**config.mk**
```make
export PLATFORM = sky130hd
export DESIGN_NAME = vxe_regs_flat
export DESIGN_NICKNAME = d
export VERILOG_FILES = /design/src/rtl/vxe_regs_if.sv /design/src/rtl/vxe_regs.sv /design/src/flat_wrapper.sv
export SDC_FILE = /design/constraint.sdc
export NUM_CORES = 1
export LEC_CHECK = 0
export CAP_MARGIN = 20
export CORE_MARGIN = 2
export CORE_UTILIZATION = 50
export CTS_CLUSTER_SIZE = 24
export DETAILED_ROUTE_END_ITERATION = 7
export PLACE_DENSITY = 0.8
export SETUP_SLACK_MARGIN = 0.1
export SLEW_MARGIN = 20
export SYNTH_ARGS = -nofsm -noshare
export SYNTH_HDL_FRONTEND = slang
export SYNTH_SLANG_ARGS = --single-unit
```
**constraint.sdc**
```tcl
create_clock -name clk -period 4.1 [get_ports clk]
set_input_delay 0.615 -clock clk [delete_from_list [all_inputs] [get_ports clk]]
set_output_delay 0.615 -clock clk [all_outputs]
set_load 0.1 [all_outputs]
```
**src/rtl/vxe_regs_if.sv**
```systemverilog
// vxe_regs BIU bus bundle: APB BIU request and registered response.
// master: addr/enable/rnw/wdata out, rdata/accept in; slave: reverse.
interface vxe_regs_if #(
  parameter int ADDR_WIDTH = 32,
  parameter int DATA_WIDTH = 32
);
  logic [ADDR_WIDTH-1:0] biu_addr;
  logic                  biu_enable;
  logic                  biu_rnw;
  logic [DATA_WIDTH-1:0] biu_wdata;
  logic [DATA_WIDTH-1:0] biu_rdata;
  logic                  biu_accept;

  modport master (
    output biu_addr, biu_enable, biu_rnw, biu_wdata,
    input  biu_rdata, biu_accept
  );

  modport slave (
    input  biu_addr, biu_enable, biu_rnw, biu_wdata,
    output biu_rdata, biu_accept
  );
endinterface

```
**src/rtl/vxe_regs.sv**
```systemverilog
// vxe_regs: engine register block (ID/CTRL/STATUS/MASK/RAW/CMD FIFO).
// Ports: clk, nrst, biu (slave), ev_done/ev_err, eng_busy, ctrl_en,
// start, cmd_valid/cmd_data/cmd_ready, intr.
module vxe_regs #(
  parameter int          ADDR_WIDTH = 32,
  parameter int          DATA_WIDTH = 32,
  parameter logic [31:0] ID_VALUE   = 32'h5645_0001
) (
  input  logic                  clk,
  input  logic                  nrst,
  vxe_regs_if.slave             biu,
  input  logic                  ev_done,
  input  logic                  ev_err,
  input  logic                  eng_busy,
  output logic                  ctrl_en,
  output logic                  start,
  output logic                  cmd_valid,
  output logic [DATA_WIDTH-1:0] cmd_data,
  input  logic                  cmd_ready,
  output logic                  intr
);

  typedef enum logic [1:0] {
    IDLE = 2'd0,
    ACK  = 2'd1,
    WAIT = 2'd2
  } state_e;

  state_e                state_q, state_d;
  logic                  acc_q, acc_d;
  logic [DATA_WIDTH-1:0] rdata_q, rdata_d;
  logic                  ctrl_en_q, ctrl_en_d;
  logic                  start_q, start_d;
  logic [1:0]            mask_q, mask_d;
  logic [1:0]            raw_q, raw_d;
  logic                  intr_q, intr_d;
  logic [2:0]            count_q, count_d;
  logic [1:0]            wptr_q, wptr_d;
  logic [1:0]            rptr_q, rptr_d;
  logic [DATA_WIDTH-1:0] mem [4];

  logic [2:0]            sel;
  logic                  hit_id, hit_ctrl, hit_stat;
  logic                  hit_mask, hit_raw, hit_cmd;
  logic                  go, wr, push, pop, full, empty, stall;
  logic [1:0]            w1c;
  logic [DATA_WIDTH-1:0] rd_val;
  logic                  unused_addr;

  assign unused_addr = ^{biu.biu_addr[ADDR_WIDTH-1:5],
                         biu.biu_addr[1:0]};

  assign sel      = biu.biu_addr[4:2];
  assign hit_id   = (sel == 3'd0);
  assign hit_ctrl = (sel == 3'd1);
  assign hit_stat = (sel == 3'd2);
  assign hit_mask = (sel == 3'd3);
  assign hit_raw  = (sel == 3'd4);
  assign hit_cmd  = (sel == 3'd5);

  assign full  = count_q[2];
  assign empty = (count_q == 3'd0);
  assign pop   = !empty && cmd_ready;
  // A full FIFO can still take a push in the cycle it is popped.
  assign stall = !biu.biu_rnw && hit_cmd && full && !pop;

  always_comb begin
    rd_val = '0;
    unique case (1'b1)
      hit_id:   rd_val = ID_VALUE;
      hit_ctrl: rd_val[0] = ctrl_en_q;
      hit_stat: rd_val[6:0] = {empty, full, count_q, 1'b0, eng_busy};
      hit_mask: rd_val[1:0] = mask_q;
      hit_raw:  rd_val[1:0] = raw_q;
      default:  rd_val = '0;
    endcase
  end

  always_comb begin
    state_d = state_q;
    acc_d   = 1'b0;
    rdata_d = rdata_q;
    go      = 1'b0;
    unique case (state_q)
      IDLE: begin
        if (biu.biu_enable && !stall) begin
          go      = 1'b1;
          acc_d   = 1'b1;
          rdata_d = biu.biu_rnw ? rd_val : '0;
          state_d = ACK;
        end
      end
      ACK:  state_d = WAIT;
      WAIT: if (!biu.biu_enable) state_d = IDLE;
      default: state_d = IDLE;
    endcase
  end

  assign wr   = go && !biu.biu_rnw;
  assign push = wr && hit_cmd;
  assign w1c  = (wr && hit_raw) ? biu.biu_wdata[1:0] : 2'b00;

  always_comb begin
    ctrl_en_d = ctrl_en_q;
    mask_d    = mask_q;
    if (wr && hit_ctrl) ctrl_en_d = biu.biu_wdata[0];
    if (wr && hit_mask) mask_d = biu.biu_wdata[1:0];
    start_d = wr && hit_ctrl && biu.biu_wdata[1];
    // New events override a same-cycle clear.
    raw_d   = (raw_q & ~w1c) | {ev_err, ev_done};
    intr_d  = |(raw_q & mask_q);
    count_d = count_q + {2'b00, push} - {2'b00, pop};
    wptr_d  = wptr_q + {1'b0, push};
    rptr_d  = rptr_q + {1'b0, pop};
  end

  always_ff @(posedge clk or negedge nrst) begin
    if (!nrst) begin
      state_q   <= IDLE;
      acc_q     <= 1'b0;
      rdata_q   <= '0;
      ctrl_en_q <= 1'b0;
      start_q   <= 1'b0;
      mask_q    <= 2'b00;
      raw_q     <= 2'b00;
      intr_q    <= 1'b0;
      count_q   <= 3'd0;
      wptr_q    <= 2'd0;
      rptr_q    <= 2'd0;
    end else begin
      state_q   <= state_d;
      acc_q     <= acc_d;
      rdata_q   <= rdata_d;
      ctrl_en_q <= ctrl_en_d;
      start_q   <= start_d;
      mask_q    <= mask_d;
      raw_q     <= raw_d;
      intr_q    <= intr_d;
      count_q   <= count_d;
      wptr_q    <= wptr_d;
      rptr_q    <= rptr_d;
    end
  end

  always_ff @(posedge clk) begin
    if (push) mem[wptr_q] <= biu.biu_wdata;
  end

  assign biu.biu_accept = acc_q;
  assign biu.biu_rdata  = rdata_q;
  assign ctrl_en        = ctrl_en_q;
  assign start          = start_q;
  assign intr           = intr_q;
  assign cmd_valid      = !empty;
  assign cmd_data       = mem[rptr_q];

endmodule
```
**src/flat_wrapper.sv**
```systemverilog
// flat-port wrapper written by rule: the top's interface ports become plain ports
module vxe_regs_flat 
#(
  parameter int          ADDR_WIDTH = 32,
  parameter int          DATA_WIDTH = 32,
  parameter logic [31:0] ID_VALUE   = 32'h5645_0001
)
  (clk, nrst, ev_done, ev_err, eng_busy, ctrl_en, start, cmd_valid, cmd_data, cmd_ready, intr, biu_biu_addr, biu_biu_enable, biu_biu_rnw, biu_biu_wdata, biu_biu_rdata, biu_biu_accept);
  vxe_regs_if #(.ADDR_WIDTH(ADDR_WIDTH), .DATA_WIDTH(DATA_WIDTH)) biu_i ();
  input  logic clk;
  input  logic nrst;
  input  logic ev_done;
  input  logic ev_err;
  input  logic eng_busy;
  output logic ctrl_en;
  output logic start;
  output logic cmd_valid;
  output logic [DATA_WIDTH-1:0] cmd_data;
  input  logic cmd_ready;
  output logic intr;
  input wire logic [$bits(biu_i.biu_addr)-1:0] biu_biu_addr;
  input wire logic [$bits(biu_i.biu_enable)-1:0] biu_biu_enable;
  input wire logic [$bits(biu_i.biu_rnw)-1:0] biu_biu_rnw;
  input wire logic [$bits(biu_i.biu_wdata)-1:0] biu_biu_wdata;
  output wire logic [$bits(biu_i.biu_rdata)-1:0] biu_biu_rdata;
  output wire logic [$bits(biu_i.biu_accept)-1:0] biu_biu_accept;
  assign biu_i.biu_addr = biu_biu_addr;
  assign biu_i.biu_enable = biu_biu_enable;
  assign biu_i.biu_rnw = biu_biu_rnw;
  assign biu_i.biu_wdata = biu_biu_wdata;
  assign biu_biu_rdata = biu_i.biu_rdata;
  assign biu_biu_accept = biu_i.biu_accept;
  vxe_regs #(.ADDR_WIDTH(ADDR_WIDTH), .DATA_WIDTH(DATA_WIDTH), .ID_VALUE(ID_VALUE)) u_core (.clk(clk), .nrst(nrst), .biu(biu_i), .ev_done(ev_done), .ev_err(ev_err), .eng_busy(eng_busy), .ctrl_en(ctrl_en), .start(start), .cmd_valid(cmd_valid), .cmd_data(cmd_data), .cmd_ready(cmd_ready), .intr(intr));
endmodule
```
-- Yosys cells after proc, flatten, opt, wreduce, memory -nomap -nowiden
Memories as Yosys holds them, arrays and structs flattened.
Index checks and enable logic that the tools add are counted.
- register bits after elaboration: 49
- memory bits (writable): 128
- memories: 1
- memory list (memory ; words ; bits a word ; rd ports ; clocked after memory_dff ; wr ports ; RTL line ; text):
    u_core.mem ; 4 ; 32 ; 1 ; 0 ; 1 ; vxe_regs.sv:40 ; logic [DATA_WIDTH-1:0] mem [4];
- add/sub/neg operators: 4
- equal/unequal tests: 9
- mux-type cells: 13
- bitwise gates (word level): 4
- reduce and logical (&&, ||, !) cells: 21
- operator list (kind ; count):
    31-bit 2-to-1 mux ; 1
    24-bit 2-to-1 mux ; 1
    1-bit logical AND ; 11
    3-bit by 2-bit equality test with 1-bit output, second input constant ; 2
    3-bit equality test, second input constant ; 2
    3-bit zero test ; 2
    2-bit 2-to-1 mux ; 3
    2-bit one-hot mux with 3 select lines ; 1
    5-bit 2-to-1 mux ; 1
    1-bit one-hot mux with 5 select lines ; 1
    2-bit by 1-bit adder with 2-bit output ; 2
    2-bit AND ; 2
    1-bit zero test ; 4
    1-bit 2-to-1 mux ; 4
    2-bit AND reduction ; 2
    3-bit by 1-bit adder with 3-bit output ; 1
    3-bit by 1-bit equality test with 1-bit output, second input constant ; 1
    3-bit by 1-bit subtractor with 3-bit output ; 1
    2-bit by 1-bit equality test with 1-bit output, second input constant ; 1
    2-bit equality test, second input constant ; 1
    2-bit zero test ; 1
    2-bit by 1-bit inequality test with 1-bit output, second input constant ; 1
    2-bit inequality test, second input constant ; 1
    2-bit NOT ; 1
    other kinds (3) ; 3

-- Logic depth before layout (Yosys ltp)
Gate-level depths: netlist of run 1.
- depth in word-level cells: 15
- depth in mapped cells: 8
- gate-level depth less buffers: 8

-- Worst setup path after synthesis of run 1
Ideal clock, no wire load.
- path type: in2reg
- start point: input biu_biu_addr[3]
- end point: memory u_core.mem[2][0] (enable)
- setup time: 0.421 ns
- arrival: 2.690 ns
- data required time: 3.679 ns
- setup slack: 0.989 ns
- stages on the path: 5
- buffers on the path: 1
- cells stage by stage: buf_6 > nand4bb_1 > nor3b_2 > nand2_1 > nor2_1
- word-level cells in the longest chain between the ends: 12
- RTL lines (what ; RTL line ; text):
    from (decl) ; flat_wrapper.sv:21 ; input wire logic [$bits(biu_i.biu_addr)-1:0] biu_biu_addr;
    3-bit equality test (*) ; vxe_regs.sv:59 ; assign hit_cmd = (sel == 3'd5);
    1-bit logical AND (3 in series) ; vxe_regs.sv:65 ; assign stall = !biu.biu_rnw && hit_cmd && full && !pop;
    1-bit zero test ; vxe_regs.sv:86 ; if (biu.biu_enable && !stall) begin
    1-bit logical AND ; vxe_regs.sv:86 ;
    1-bit 2-to-1 mux ; vxe_regs.sv:86 ;
    1-bit 2-to-1 mux ; vxe_regs.sv:84 ; unique case (state_q)
    1-bit logical AND ; vxe_regs.sv:99 ; assign wr = go && !biu.biu_rnw;
    1-bit logical AND (*) ; vxe_regs.sv:100 ; assign push = wr && hit_cmd;
    1-bit 2-to-1 mux (*) ; vxe_regs.sv:146 ; if (push) mem[wptr_q] <= biu.biu_wdata;
    1-bit 2-to-1 mux (implied by the code) (*) ; vxe_regs.sv:146 ;
    to (decl) ; vxe_regs.sv:40 ;
Mark *: on every way between the ends. The rest lies on a longest branch, timed or not.

-- Worst setup path after layout of run 1
- start point: register u_core.rptr_q[1]
- end point: output cmd_data[2]
- word-level cells in the longest chain between the ends: 1
- RTL lines (what ; RTL line ; text):
    from (decl) ; vxe_regs.sv:39 ; logic [1:0] rptr_q, rptr_d;
    from (signal assigned) ; vxe_regs.sv:141 ; rptr_q <= rptr_d;
    memory 4 x 32 bit ; - ;
    to (decl) ; flat_wrapper.sv:18 ; output logic [DATA_WIDTH-1:0] cmd_data;
Every way passes these cells.

==> results of run 1 <==
## critical path, cell delays in order (launching register included)
cell and delay (ps):
dfrtp_2 930, mux4_2 370, clkdlybuf4s50_1 1140
## sequential cells by signal, indices dropped and copies added, names as in the netlist, 2 cells and up
| signal | cells |
|---|---|
| u_core.wptr_q | 2 |
| u_core.mem | 128 |
| u_core.mask_q | 2 |
| u_core.biu.biu_rdata | 7 |
| u_core.raw_q | 2 |
| u_core.state_q | 2 |
| u_core.rptr_q | 2 |
| u_core.count_q | 3 |
## power by group
part,internal [mW],switching (mW)
sequential,1.76,0.203
clock,0.870,0.580
combinational,0.698,1.86
## cells in the mapped netlist, types with 2 or more instances
cell type,n
edfxtp_1,128
dfrtp_1,24
o21ai_1,4
mux2_2,2
xor2_1,2
ha_1,4
xnor2_1,2
buf_2,4
mux4_2,32
o21ai_0,2
nand2b_1,5
nor2_1,7
buf_4,29
nand4bb_1,2
nand2_1,10
nor3b_2,2
inv_1,10
a31oi_1,2
o41ai_1,2
## per-layer routing
metal | part of all wire | wire (um)
met2 | 0.52 | 5357
met4 | 0.0087 | 90
met1 | 0.42 | 4331
met3 | 0.052 | 531
met5 | 0 | 0
## final cells by class
type	count	area, um^2	area share
inverter	10	37.54	0.005023
multi-input combinational	116	1306	0.1748
tap	143	178.9	0.02395
clock inverter	11	92.59	0.01239
clock buffer	21	461.7	0.06179
timing repair buffer	99	948.4	0.1269
sequential	152	4447	0.5951
## kinds of logic after synthesis
logic type / synth area share
buffers and inverters: 0.04870
adder cells (fa/ha/maj): 0.01176
AO/OA/AOI/OAI: 0.01679
multiplexers: 0.1289
flip-flops: 0.7456
XOR/XNOR: 0.005878
AND/OR/NAND/NOR: 0.04178
other: 0.0006291
## layout by cell type, fill, tap and decap left out, types with 5 or more instances in the layout
cell,count
clkbuf_16,18
nand2_1,10
dfrtp_1,22
inv_1,10
inv_4,5
buf_4,19
nor2_1,6
conb_1,18
mux4_2,32
nand2b_1,5
clkdlybuf4s50_1,78
edfxtp_1,128
## how the worst min path moves through the flow
stage	cells after the start	from	endpoint
detailed placement	2	u_core.biu.biu_rdata[6]	u_core.biu.biu_rdata[6]
global route	1	nrst	u_core.biu.biu_rdata[6]
CTS	2	u_core.biu.biu_rdata[6]	u_core.biu.biu_rdata[6]
global placement	2	u_core.biu.biu_rdata[6]	u_core.biu.biu_rdata[6]
finish	1	nrst	u_core.state_q[0]
floorplan	0	nrst	u_core.biu.biu_accept
==> results.yml, run 1 <==
run_status:
  outcome: "complete, but fails checks"
  violations: "DRC"
placement:
  placed_cells: 520
  io_buffers: 93
  pre_cts_slack_ps: 1001
  dp_hpwl_um: 6291
  gp_congestion: 0.7248
  post_dp_cell_area_um2: 6923
finish:
  fillers: 815
  final_cells: 552
  area_growth_pct: 25.36
  n_antenna_cell: 0
  nets: 473
  final_area_um2: 7472
  utilization: 0.6488
  drive_gt1_frac: 0.2347
drt:
  via_per_inst: 5.254
  ant_nets: 0
  remaining_drc_errors: 6
  via_count: 2900
  wire_per_inst_um: 18.68
  drt-total-wl_um: 10310
  drt_iter0_markers: 166
  firstDrtPassIters: 6
clock_network:
  cts_tree: "done"
  cts_buffers: 17
  cts-root-buf: "clkbuf_16"
  numClockSinks: 152
  clkTransAtPathRegs_ps: 60
  h-tree-depth: 4
  post_cts_buffers: 0
  hold_buffers: 0
  clk_latency_ps: 410
  clockBufferDepth: 2
  cts_resized: 0
power:
  cellPowerDensity_nw_per_um2: 800.2
  vdd_ir_drop_max_uv: 396.3
  cellLeakagePower_nw: 2.626
  p_total_mw: 5.979
floorplan:
  rows: 39
  core_um2: 11520
  die_x_um: 113.2
  fp.dieH_um: 113.2
  dieArea_um2: 12810
  initial_core_util: 0.5176
  io_pins: 141
job:
  cap_violations: 0
yosys:
  synth_ff_type: "edfxtp_1"
  yosys_warnings: 0
  synth_top_area_frac: 0.6448
  synth_area_leaders: "edfxtp_1 (64%), mux4_2 (12%), dfrtp_1 (10%), buf_4 (3.7%), ha_1 (0.84%)"
  synth_cell_types: 42
  synthCells: 296
  synth-seq-cells: 152
  netlist_area_um2: 5961
  syn_area_per_cell_um2: 20.14
  synth_edf_count: 128
  postSynth.asyncResetShare: 0.1579
  synth_top_area_cell: "edfxtp_1"
  yosysSeqAreaShare: 0.7456
sta:
  rsz0062_at_grt: "false"
  slew_viol_final: 0
  relSlewSlack: 0.3393
  clock_skew_ps: 13.42
  hold_slack_ps: 180.6
  report.final.hold_viol_count: 0
  period_minus_slack_ps: 3467
  worstMarginPinSlew_ps: 987.9
  fmax_ghz: 0.2884
  setup_ws_ps: 632.6
  finalCritPeriodShare: 0.8457
  final.setup.tns_ps: 0
  finalSetupViolations: 0
setup_path:
  cp.required_ps: 3480
  crit_path_end: "cmd_data[2]"
  worst_r2r_startpoint: "u_core.state_q[1]"
  path_max_fanout: 33
  endpoint_kind: "output pin"
  crit_path_start_kind: "flip-flop"
  reg2reg_setup_slack_ps: 1750
  cp-startpoint: "u_core.rptr_q[1]"
  reg2reg_to: "u_core.mem[0][20]"
  r2r_cells: 4
  cp_data_arrival_time_ps: 2850
  crit_type: "reg -> out"
global_routing:
  grt-busiest-layer: "met2"
  grt_use_met1: 0.2165
  overflow: 0
  grt_pass1_vias: 3107
  grt_max_degree: 34
  grtUsageMet2: 0.2862
  grt_pass1_wl_um: 16260
  antenna_found_initial: 0
  met3_usage: 0.04392
  grt_usage: 0.1701
min_path:
  worstHoldPathType: "in -> async"
No activity file was read; power rests on OpenSTA's default activity.
==> run 2, diff against run 1 <==
--- a/config.mk
+++ b/config.mk
@@ -7,10 +7,10 @@
 export LEC_CHECK = 0
 export CAP_MARGIN = 20
 export CORE_MARGIN = 2
-export CORE_UTILIZATION = 50
+export CORE_UTILIZATION = 45
 export CTS_CLUSTER_SIZE = 24
 export DETAILED_ROUTE_END_ITERATION = 7
-export PLACE_DENSITY = 0.8
+export PLACE_DENSITY = 0.76
 export SETUP_SLACK_MARGIN = 0.1
 export SLEW_MARGIN = 20
 export SYNTH_ARGS = -nofsm -noshare
==> constraint.sdc (replaced) <==
create_clock -name clk -period 3.12 [get_ports clk]
set_input_delay 0.468 -clock clk [delete_from_list [all_inputs] [get_ports clk]]
set_output_delay 0.468 -clock clk [all_outputs]
set_load 0.1 [all_outputs]
==> results.yml, run 2 (synthesized netlist as in run 1, its figures left out) <==
run_status:
  outcome: "completed"
setup_path:
  worst_r2r_startpoint: "u_core.count_q[2]"
  crit_type: "reg -> out"
  cp_num_buf_inv: 1
  reg2reg_to: "u_core.count_q[2]"
  r2r_cells: 8
  reg2reg_setup_slack_ps: 790
  path_max_fanout: 33
  crit_path_max_incr_delay_ps: 920
  cp.required_ps: 2650
  slowest_stage: "dfrtp_2"
  worst-path-stages: 2
  crit_chain: "mux4_2 -> buf_4"
  crit_family: "flip-flops"
  cp-startpoint: "u_core.rptr_q[1]"
  crit_path_end: "cmd_data[19]"
  endpoint_kind: "output pin"
  crit_path_start_kind: "flip-flop"
  cp_data_arrival_time_ps: 2040
sta:
  setup_ws_ps: 610.4
  relSlewSlack: 0.4352
  rsz0062_at_grt: "false"
  worstMarginPinSlew_ps: 847.2
  finalSetupViolations: 0
  period_minus_slack_ps: 2510
  fmax_ghz: 0.3985
  slew_viol_final: 0
  final.setup.tns_ps: 0
  report.final.hold_viol_count: 0
  finalCritPeriodShare: 0.8044
  clock_skew_ps: 7.817
clock_network:
  cts_resized: 0
  clockBufferDepth: 2
  cts_buffers: 17
  clkTransAtPathRegs_ps: 60
  post_cts_buffers: 0
  clk_latency_ps: 420
  hold_buffers: 0
  cts_tree: "done"
  numClockSinks: 152
  cts-root-buf: "clkbuf_16"
  h-tree-depth: 4
finish:
  nets: 479
  regMostFlops: "u_core.mem"
  final_cell_mix: "edfxtp_1 (128), buf_4 (62), clkdlybuf4s50_1 (42)"
  final_common_cell: "edfxtp_1"
  final_area_um2: 7483
  largest_register_ffs: 128
  drive_gt1_frac: 0.3261
  area_growth_pct: 25.55
  n_antenna_cell: 0
floorplan:
  fp.dieH_um: 119.1
  dieArea_um2: 14180
  io_pins: 141
  initial_core_util: 0.4555
  die_x_um: 119.1
  core_um2: 13090
  rows: 42
drt:
  firstDrtPassIters: 4
  remaining_drc_errors: 0
  via_count: 2964
  ant_nets: 0
  wire_per_inst_um: 17.11
  drt_iter0_markers: 121
  via_per_inst: 5.024
  drt-total-wl_um: 10100
placement:
  post_dp_cell_area_um2: 6917
  dp_hpwl_um: 6192
  pre_cts_slack_ps: 452.1
  gp_congestion: 0.7560
  io_buffers: 93
power:
  vdd_ir_drop_max_uv: 629.1
  cellPowerDensity_nw_per_um2: 1052
  cellLeakagePower_nw: 2.710
global_routing:
  overflow: 0
  grt_pass1_wl_um: 16190
  grt_max_degree: 34
  grt_pass1_vias: 3111
  grt_usage: 0.1562
  antenna_found_initial: 0
min_path:
  worstHoldPathType: "in -> async"
job:
  cap_violations: 0
run 2: cell types whose count changed in the layout (fill, tap and decap cells not counted):
cell             change
buf_2                -1
buf_4               +43
bufinv_16            +2
clkbuf_1             -1
clkbuf_16            -1
clkdlybuf4s50_1     -36
clkinv_1             +3
clkinv_2             +2
clkinv_4             -1
inv_4                -5
run 2: worst min path at each step:
| stage | start | end | slack [ps] | depth (start not counted) |
|---|---|---|---|---|
| 2_1_floorplan | nrst | u_core.biu.biu_accept | 170 | 0 |
| 3_3_place_gp | u_core.biu.biu_rdata[6] | u_core.biu.biu_rdata[6] | 460 | 2 |
| 3_5_place_dp | u_core.biu.biu_rdata[6] | u_core.biu.biu_rdata[6] | 470 | 2 |
| 4_1_cts | nrst | u_core.biu.biu_rdata[3] | 390 | 2 |
| 5_1_grt | nrst | u_core.biu.biu_rdata[2] | 420 | 2 |
| 6_report | nrst | u_core.biu.biu_rdata[2] | 400 | 2 |
run 2: through the flow:
stage / power [mW] / instances / utilization / hold WS (ps)
after floorplan: 5.383 / 313 / - / 172.4
after global placement: 5.965 / 559 / 0.5286 / 463.5
after detailed placement: 5.989 / 559 / 0.5286 / 470.4
after CTS: 7.960 / 590 / 0.5719 / 392.0
after global routing: 8.137 / 590 / 0.5719 / 416.0
final: 7.873 / 590 / 0.5719 / 403.0
run 2: metal layers:
metal / up-vias / GRT usage / share of wire / wire length [um]
met5: - / 0 / 0 / 0
met4: 0 / 0.06250 / 0.015 / 153
met3: 13 / 0.05795 / 0.056 / 561
met2: 96 / 0.2540 / 0.51 / 5161
met1: 1521 / 0.1902 / 0.42 / 4221
li1: 1334 / - / - / -
run 2: worst reg2reg max path: stages, from the launching register on:
cell and delay [ps]:
dfrtp_1 420, or3_1 420, and2_1 200, ha_1 270, inv_1 40, ha_1 190
fa_1 370, xnor2_1 190, xnor2_1 140
run 2: final cells by class:
cell class                      count  area, um^2
Timing Repair Buffer              105       905.9
Multi-Input combinational cell    116        1306
Tap cell                          176       220.2
Sequential cell                   152        4447
Inverter                           10       37.54
Clock buffer                       19       432.9
Clock inverter                     12       133.9
Fill cell                         992        5602
run 2: where the power goes:
group          switching [mW]  internal (mW)  leakage [nW]
logic                    2.53          0.873         0.982
registers               0.188           2.32          1.45
clock network           0.724           1.23         0.279
total                    3.45           4.43          2.71
